### src/rtl/kitchen_safety_pkg.sv
// Shared definitions for the multi-zone kitchen safety controller: zone state encodings
// and counter width helpers.
package kitchen_safety_pkg;

  localparam logic [1:0] ZoneIdle     = 2'd0;
  localparam logic [1:0] ZoneVent     = 2'd1;
  localparam logic [1:0] ZoneSprinkle = 2'd2;
  localparam logic [1:0] ZonePurge    = 2'd3;

  // Width of a debounce counter able to count up to the debounce threshold.
  function automatic int unsigned db_cnt_width(int unsigned cycles);
    return (cycles < 1) ? 1 : $clog2(cycles + 1);
  endfunction

  // Width of the shared run/hold counter, never narrower than one bit.
  function automatic int unsigned zone_cnt_width(int unsigned run_cycles,
                                                 int unsigned hold_cycles);
    int unsigned m;
    m = (run_cycles > hold_cycles) ? run_cycles : hold_cycles;
    return (m <= 1) ? 1 : $clog2(m);
  endfunction

endpackage

### src/rtl/kitchen_zone_ctrl.sv
// One kitchen zone: debounces stove/fire/smoke, then runs the IDLE/VENT/SPRINKLE/PURGE
// machine that drives the zone's sprinkler and ventilation.
module kitchen_zone_ctrl
  import kitchen_safety_pkg::*;
#(
  parameter int unsigned DEBOUNCE_CYCLES      = 4,
  parameter int unsigned SPRINKLER_MIN_CYCLES = 8,
  parameter int unsigned VENT_HOLD_CYCLES     = 16
) (
  input  logic clk,
  input  logic rst_n,
  input  logic stove_on,
  input  logic fire_det,
  input  logic smoke_det,
  output logic sprinkler,
  output logic vent,
  output logic spr_enter
);

  localparam int unsigned DbW  = db_cnt_width(DEBOUNCE_CYCLES);
  localparam int unsigned CntW = zone_cnt_width(SPRINKLER_MIN_CYCLES, VENT_HOLD_CYCLES);

  localparam logic [DbW-1:0]  DbLast   = DbW'(DEBOUNCE_CYCLES - 1);
  localparam logic [CntW-1:0] RunLoad  = CntW'(SPRINKLER_MIN_CYCLES - 1);
  localparam logic [CntW-1:0] HoldLoad = CntW'(VENT_HOLD_CYCLES - 1);

  // Bit order of the debounced inputs: 0 = stove, 1 = fire, 2 = smoke.
  logic [2:0]          raw;
  logic [2:0]          filt_q, filt_d;
  logic [2:0][DbW-1:0] db_cnt_q, db_cnt_d;

  logic [1:0]      state_q, state_d;
  logic [CntW-1:0] cnt_q, cnt_d;
  logic            spr_cond, smk_cond;

  assign raw = {smoke_det, fire_det, stove_on};

  // The edge on which the counter would reach the threshold is the edge that flips filtered.
  always_comb begin
    filt_d   = filt_q;
    db_cnt_d = '0;
    for (int i = 0; i < 3; i++) begin
      if (raw[i] != filt_q[i]) begin
        if (db_cnt_q[i] == DbLast) begin
          filt_d[i] = raw[i];
        end else begin
          db_cnt_d[i] = db_cnt_q[i] + DbW'(1);
        end
      end
    end
  end

  // Smoke with the stove off is unattended and treated like fire.
  assign spr_cond = filt_q[1] | (filt_q[2] & ~filt_q[0]);
  assign smk_cond = filt_q[2];

  always_comb begin
    state_d = state_q;
    cnt_d   = cnt_q;
    case (state_q)
      ZoneIdle: begin
        if (spr_cond) begin
          state_d = ZoneSprinkle;
          cnt_d   = RunLoad;
        end else if (smk_cond) begin
          state_d = ZoneVent;
        end
      end
      ZoneVent: begin
        if (spr_cond) begin
          state_d = ZoneSprinkle;
          cnt_d   = RunLoad;
        end else if (!smk_cond) begin
          state_d = ZonePurge;
          cnt_d   = HoldLoad;
        end
      end
      ZoneSprinkle: begin
        if (cnt_q != '0) begin
          cnt_d = cnt_q - CntW'(1);
        end
        if (!spr_cond && (cnt_q == '0)) begin
          state_d = ZonePurge;
          cnt_d   = HoldLoad;
        end
      end
      ZonePurge: begin
        if (spr_cond) begin
          state_d = ZoneSprinkle;
          cnt_d   = RunLoad;
        end else if (smk_cond) begin
          state_d = ZoneVent;
        end else if (cnt_q == '0) begin
          state_d = ZoneIdle;
        end else begin
          cnt_d = cnt_q - CntW'(1);
        end
      end
      default: begin
        state_d = ZoneIdle;
        cnt_d   = '0;
      end
    endcase
  end

  always_ff @(posedge clk or negedge rst_n) begin
    if (!rst_n) begin
      filt_q   <= '0;
      db_cnt_q <= '0;
      state_q  <= ZoneIdle;
      cnt_q    <= '0;
    end else begin
      filt_q   <= filt_d;
      db_cnt_q <= db_cnt_d;
      state_q  <= state_d;
      cnt_q    <= cnt_d;
    end
  end

  // Pulses on the cycle before the state register enters SPRINKLE, so the alarm flop
  // and the sprinkler rise on the same edge.
  assign spr_enter = (state_d == ZoneSprinkle) && (state_q != ZoneSprinkle);

  assign sprinkler = (state_q == ZoneSprinkle);
  assign vent      = (state_q != ZoneIdle);

endmodule

### src/rtl/kitchen_safety_ctrl.sv
// Multi-zone kitchen safety controller: per-zone sprinkler/vent control plus a latched
// global alarm with acknowledge.
module kitchen_safety_ctrl
  import kitchen_safety_pkg::*;
#(
  parameter int unsigned NUM_ZONES            = 2,
  parameter int unsigned DEBOUNCE_CYCLES      = 4,
  parameter int unsigned SPRINKLER_MIN_CYCLES = 8,
  parameter int unsigned VENT_HOLD_CYCLES     = 16
) (
  input  logic                 clk,
  input  logic                 rst_n,
  input  logic [NUM_ZONES-1:0] stove_on,
  input  logic [NUM_ZONES-1:0] fire_det,
  input  logic [NUM_ZONES-1:0] smoke_det,
  input  logic                 alarm_ack,
  output logic [NUM_ZONES-1:0] sprinkler,
  output logic [NUM_ZONES-1:0] vent,
  output logic                 alarm,
  output logic [NUM_ZONES-1:0] alarm_zone
);

  logic [NUM_ZONES-1:0] spr_enter;
  logic [NUM_ZONES-1:0] alarm_zone_q, alarm_zone_d;
  logic                 alarm_q, alarm_d;
  logic                 alarm_clr;

  for (genvar z = 0; z < NUM_ZONES; z++) begin : g_zone
    kitchen_zone_ctrl #(
      .DEBOUNCE_CYCLES      (DEBOUNCE_CYCLES),
      .SPRINKLER_MIN_CYCLES (SPRINKLER_MIN_CYCLES),
      .VENT_HOLD_CYCLES     (VENT_HOLD_CYCLES)
    ) u_zone (
      .clk       (clk),
      .rst_n     (rst_n),
      .stove_on  (stove_on[z]),
      .fire_det  (fire_det[z]),
      .smoke_det (smoke_det[z]),
      .sprinkler (sprinkler[z]),
      .vent      (vent[z]),
      .spr_enter (spr_enter[z])
    );
  end

  // A new entry into SPRINKLE wins over an acknowledge on the same edge.
  always_comb begin
    alarm_clr    = alarm_ack & ~(|sprinkler);
    alarm_zone_d = (alarm_clr ? '0 : alarm_zone_q) | spr_enter;
    alarm_d      = (alarm_q & ~alarm_clr) | (|spr_enter);
  end

  always_ff @(posedge clk or negedge rst_n) begin
    if (!rst_n) begin
      alarm_q      <= 1'b0;
      alarm_zone_q <= '0;
    end else begin
      alarm_q      <= alarm_d;
      alarm_zone_q <= alarm_zone_d;
    end
  end

  assign alarm      = alarm_q;
  assign alarm_zone = alarm_zone_q;

endmodule

### config.mk
export PLATFORM = sky130hd
export DESIGN_NAME = kitchen_safety_ctrl
export DESIGN_NICKNAME = d
export VERILOG_FILES = /design/src/rtl/kitchen_safety_pkg.sv /design/src/rtl/kitchen_zone_ctrl.sv /design/src/rtl/kitchen_safety_ctrl.sv
export SDC_FILE = /design/constraint.sdc
export NUM_CORES = 1
export LEC_CHECK = 0
export BUFFER_PORTS_ARGS = -buffer_cell sky130_fd_sc_hd__buf_2
export CORE_MARGIN = 5
export CORE_UTILIZATION = 25
export CTS_CLUSTER_DIAMETER = 200
export CTS_CLUSTER_SIZE = 25
export DETAILED_ROUTE_END_ITERATION = 10
export PLACE_DENSITY = 0.43
export SLEW_MARGIN = 40
export SYNTH_ARGS = -nofsm -noshare
export SYNTH_HDL_FRONTEND = slang
export SYNTH_SLANG_ARGS = --single-unit
### constraint.sdc
create_clock -name clk -period 1.6 [get_ports clk]
set_input_delay 0.32 -clock clk [delete_from_list [all_inputs] [get_ports clk]]
set_output_delay 0.32 -clock clk [all_outputs]
set_load 0.01 [all_outputs]
==> metrics.csv <==
stage,metric,value,unit
cells_and_area,FILL cells,790,
cells_and_area,nets,229,
synthesis,Synth top area share,50.8,%
run_status,outcome,"finished, violations left",
timing,Worst-Margin Slew,0.430,ns
die,Initial Util,25.2,%
synthesis,Main synth FF type,dfrtp_1,
grt,pin count of the biggest net entering global routing,26,
synthesis,cell taking the most area after synthesis,dfrtp_1,
route,DR DRC count,0,
route,met3 wire length,100,µm
worst_setup_path,Slowest cell on crit path,dfrtp_1,
clock_tree,H-Tree Depth,2,
worst_setup_path,CP Cell Sequence,buf_6 -> and3_4 -> o311ai_4 -> o31ai_4 -> mux2_4,
grt,global-route wire length before repair,6440,µm
die,row cnt,32,
timing,max frequency,614,MHz
clock_tree,Root Driver,clkbuf_8,
route,DR top layer,met4,
timing,final worst slack,-0.0278,ns
clock_tree,clock slew at reported path FFs,0.08,ns
synthesis,Unique masters post-synth,43,
synthesis,Syn Std Cell Area,1920,µm²
synthesis,Yosys Warn Count,0,
die,# IOs,16,
run_status,failing checks,setup timing,
timing,Tcrit/Tclk final,102,%
clock_tree,number of buffers on the longest clock path,2,
synthesis,sequential fraction of the synthesis area,50.8,%
clock_tree,CTS tree,done,
worst_setup_path,Max stage delay on crit path,0.44,ns
timing,Tmin final,1.63,ns
placement,PortBufs,15,
synthesis,Compound-Gate Fraction of Synth Area,12.2,%
grt,GR Overflow Total,0,
run,MaxCap Viol Count,0,
clock_tree,Num CTS Buffers,5,
synthesis,Simple-Gate Fraction of Synth Area,18.4,%
synthesis,net count after synthesis,188,
pwr,Power Total,0.00475,W
synthesis,Area contributors post-synth,"dfrtp_1, ha_1, nor3b_1",
synthesis,Post-Synth Adder-Cell Area,7.10,%
worst_setup_path,Top Family by Delay on Critical Path,compound AO/OA/AOI/OAI gates,
die,die area,9540,µm²
pwr,power density cells,1910,nW/µm²
route,Metal-1 WL,1660,µm
synthesis,mux cell area share after synthesis,4.04,%
cells_and_area,diodes inserted,0,
worst_setup_path,worst-path maximum fanout,3,
die,Die Wd,97.7,µm
pwr,LEAKAGE,1.10,nW
die,Core ar.,7610,µm²
synthesis,Syn Area/Cell,11.4,µm²
worst_setup_path,worst endpoint required time,1.78,ns
synthesis,Mapped Cells,169,
timing,slew margin rel.,71.1,%
synthesis,Seq cells post-synth,39,
grt,vias in the first global route,1410,
worst_setup_path,Critical Path End Type,register,
timing,Slew Limit Fails,0,
synthesis,main combinational cell family by area after synthesis,simple AND/OR/NAND/NOR gates,
route,wire length per cell,11.7,µm
route,Via Count,1333,
route,DR pass1 iterations,4,
clock_tree,"Clk Latency, worst-skew pair",0.29,ns
timing,RSZ-0062 raised after global routing,yes,
timing,final setup vio count,1,
worst_setup_path,CP Buf/Inv Count,1,
synthesis,most frequent cell after synthesis,dfrtp_1,
grt,Total GRT Usage,8.22,%
min_path,Worst Hold Class,in -> reg,
synthesis,Post-synth top cells,"dfrtp_1, nor3b_1, ha_1, inv_1, nor2_1",
route,detailed-route wire length,3650,µm
synthesis,Synth Area in XOR/XNOR,3.19,%
worst_setup_path,startpoint types,register,
worst_setup_path,Crit path arrival time,1.81,ns
timing,Clock Skews,0.00612,ns
die,die height,97.7,µm
cells_and_area,synth-to-layout area growth,29.6,%
clock_tree,CTS sink count,39,
cells_and_area,share of cells above drive strength 1,35.5,%
route,met2 wire len,1840,µm
cells_and_area,Final Non-Filler Cells,313,
route,vias per inst,4.26,
pwr,maximum VDD drop,0.826,mV
placement,placed cells,299,
placement,dpl hpwl,2580,µm
synthesis,ys async rst share,100,%
placement,Placer Congestion,0.703,
synthesis,Post-synth EDFFs,0,
grt,initial antenna violation count,0,
route,DRT iter0 DRCs,21,
timing,Final Hold Fails,0,
worst_setup_path,Setup CP Type,reg -> reg,
route,Routed Antenna Nets,0,
[metrics by stage]
step	hold WS [ns]	util (%)	TNS, ns	setup WS (ns)	instance area [µm²]
after floorplan	0.0244	-	0	0.00345	1920
after global placement	0.267	29.4	0	0.0251	2230
after detailed placement	0.257	29.4	-0.00156	-0.00156	2230
after CTS	0.255	31.4	-0.0112	-0.0112	2390
after global routing	0.281	32.7	-0.186	-0.0633	2490
final	0.259	32.7	-0.0278	-0.0278	2490
[cell type report]
| class | instances | area (µm²) | area share [%] |
|---|---|---|---|
| flip-flops and latches | 39 | 976 | 39.2 |
| clock inverters | 2 | 35.0 | 1.41 |
| clock buffers | 6 | 82.6 | 3.32 |
| multi-input cells | 114 | 928 | 37.3 |
| well taps | 102 | 128 | 5.13 |
| repair buffers | 40 | 302 | 12.1 |
| inverters | 10 | 37.5 | 1.51 |
[logic make-up (layout without fill, tap and decap cells)]
kind of cell,count (synthesis),in the layout
simple gates,60,60
flops,39,39
compound gates,29,29
buf+inv,16,58
fa+ha+maj,11,11
xor+xnor,7,7
mux,7,7
[worst paths after layout]
check                      slack (ns)  cells after the start                            to                         start
hold / removal                   0.26                      3    g_zone[1].u_zone.filt_q[0]                   stove_on[1]
hold reg to reg                  0.44                      1  g_zone[0].u_zone.db_cnt_q[6]  g_zone[0].u_zone.db_cnt_q[6]
min in group asynchronous        0.47                      2  g_zone[0].u_zone.db_cnt_q[8]                         rst_n
setup / recovery                -0.03                      5     g_zone[1].u_zone.cnt_q[3]   g_zone[1].u_zone.state_q[1]
setup reg to reg                -0.03                      5     g_zone[1].u_zone.cnt_q[3]   g_zone[1].u_zone.state_q[1]
max in group asynchronous        0.67                      3                         alarm                         rst_n
[cells in the final DEF, fill, tap and decap left out, types with 2 or more instances in the layout]
cell type  instances
mux2_2             5
nand2_2            2
dfrtp_1           39
clkbuf_8           6
buf_4             20
or2_4              3
ha_1               9
o21ai_0            7
buf_2             13
buf_6              5
nor2b_1            9
inv_1              7
inv_2              3
and3_1             3
a21oi_1            5
nand3b_1           2
nor2_1            10
nor3_1             7
nor3b_1           10
nand2_1            6
xnor2_1            7
a211oi_1           2
[what timing repair did]
item	4_1_cts	5_1_grt
hold buffers	1	0
hold endpoints to repair	14	0
gates resized for setup	4	18
pin swaps	0	6
buffers inserted	2	3
setup endpoints to repair	4	12
[layer usage]
layer	vias up	global-route usage (%)
met2	13	13.4
met4	0	3.83
li1	671	-
met1	643	9.94
met3	6	2.44
met5	-	0
[power breakdown]
group | leakage [nW] | switching, W | internal, W | total, W
clock | 0.0612 | 0.000350 | 0.000505 | 0.000855
combinational | 0.563 | 0.00107 | 0.00122 | 0.00228
sequential | 0.477 | 0.000262 | 0.00135 | 0.00161
[state kept, by name, indices dropped and copies added, names as in the netlist]
signal                  flops
alarm                       1
alarm_zone                  2
g_zone.u_zone.cnt_q         8
g_zone.u_zone.db_cnt_q     18
g_zone.u_zone.filt_q        6
g_zone.u_zone.state_q       4
[worst min-delay path, cell delays in order]
cell and delay, ns:
buf_2 0.10, nand2_1 0.04, o21ai_0 0.06
No activity file was read; power rests on OpenSTA's default activity.
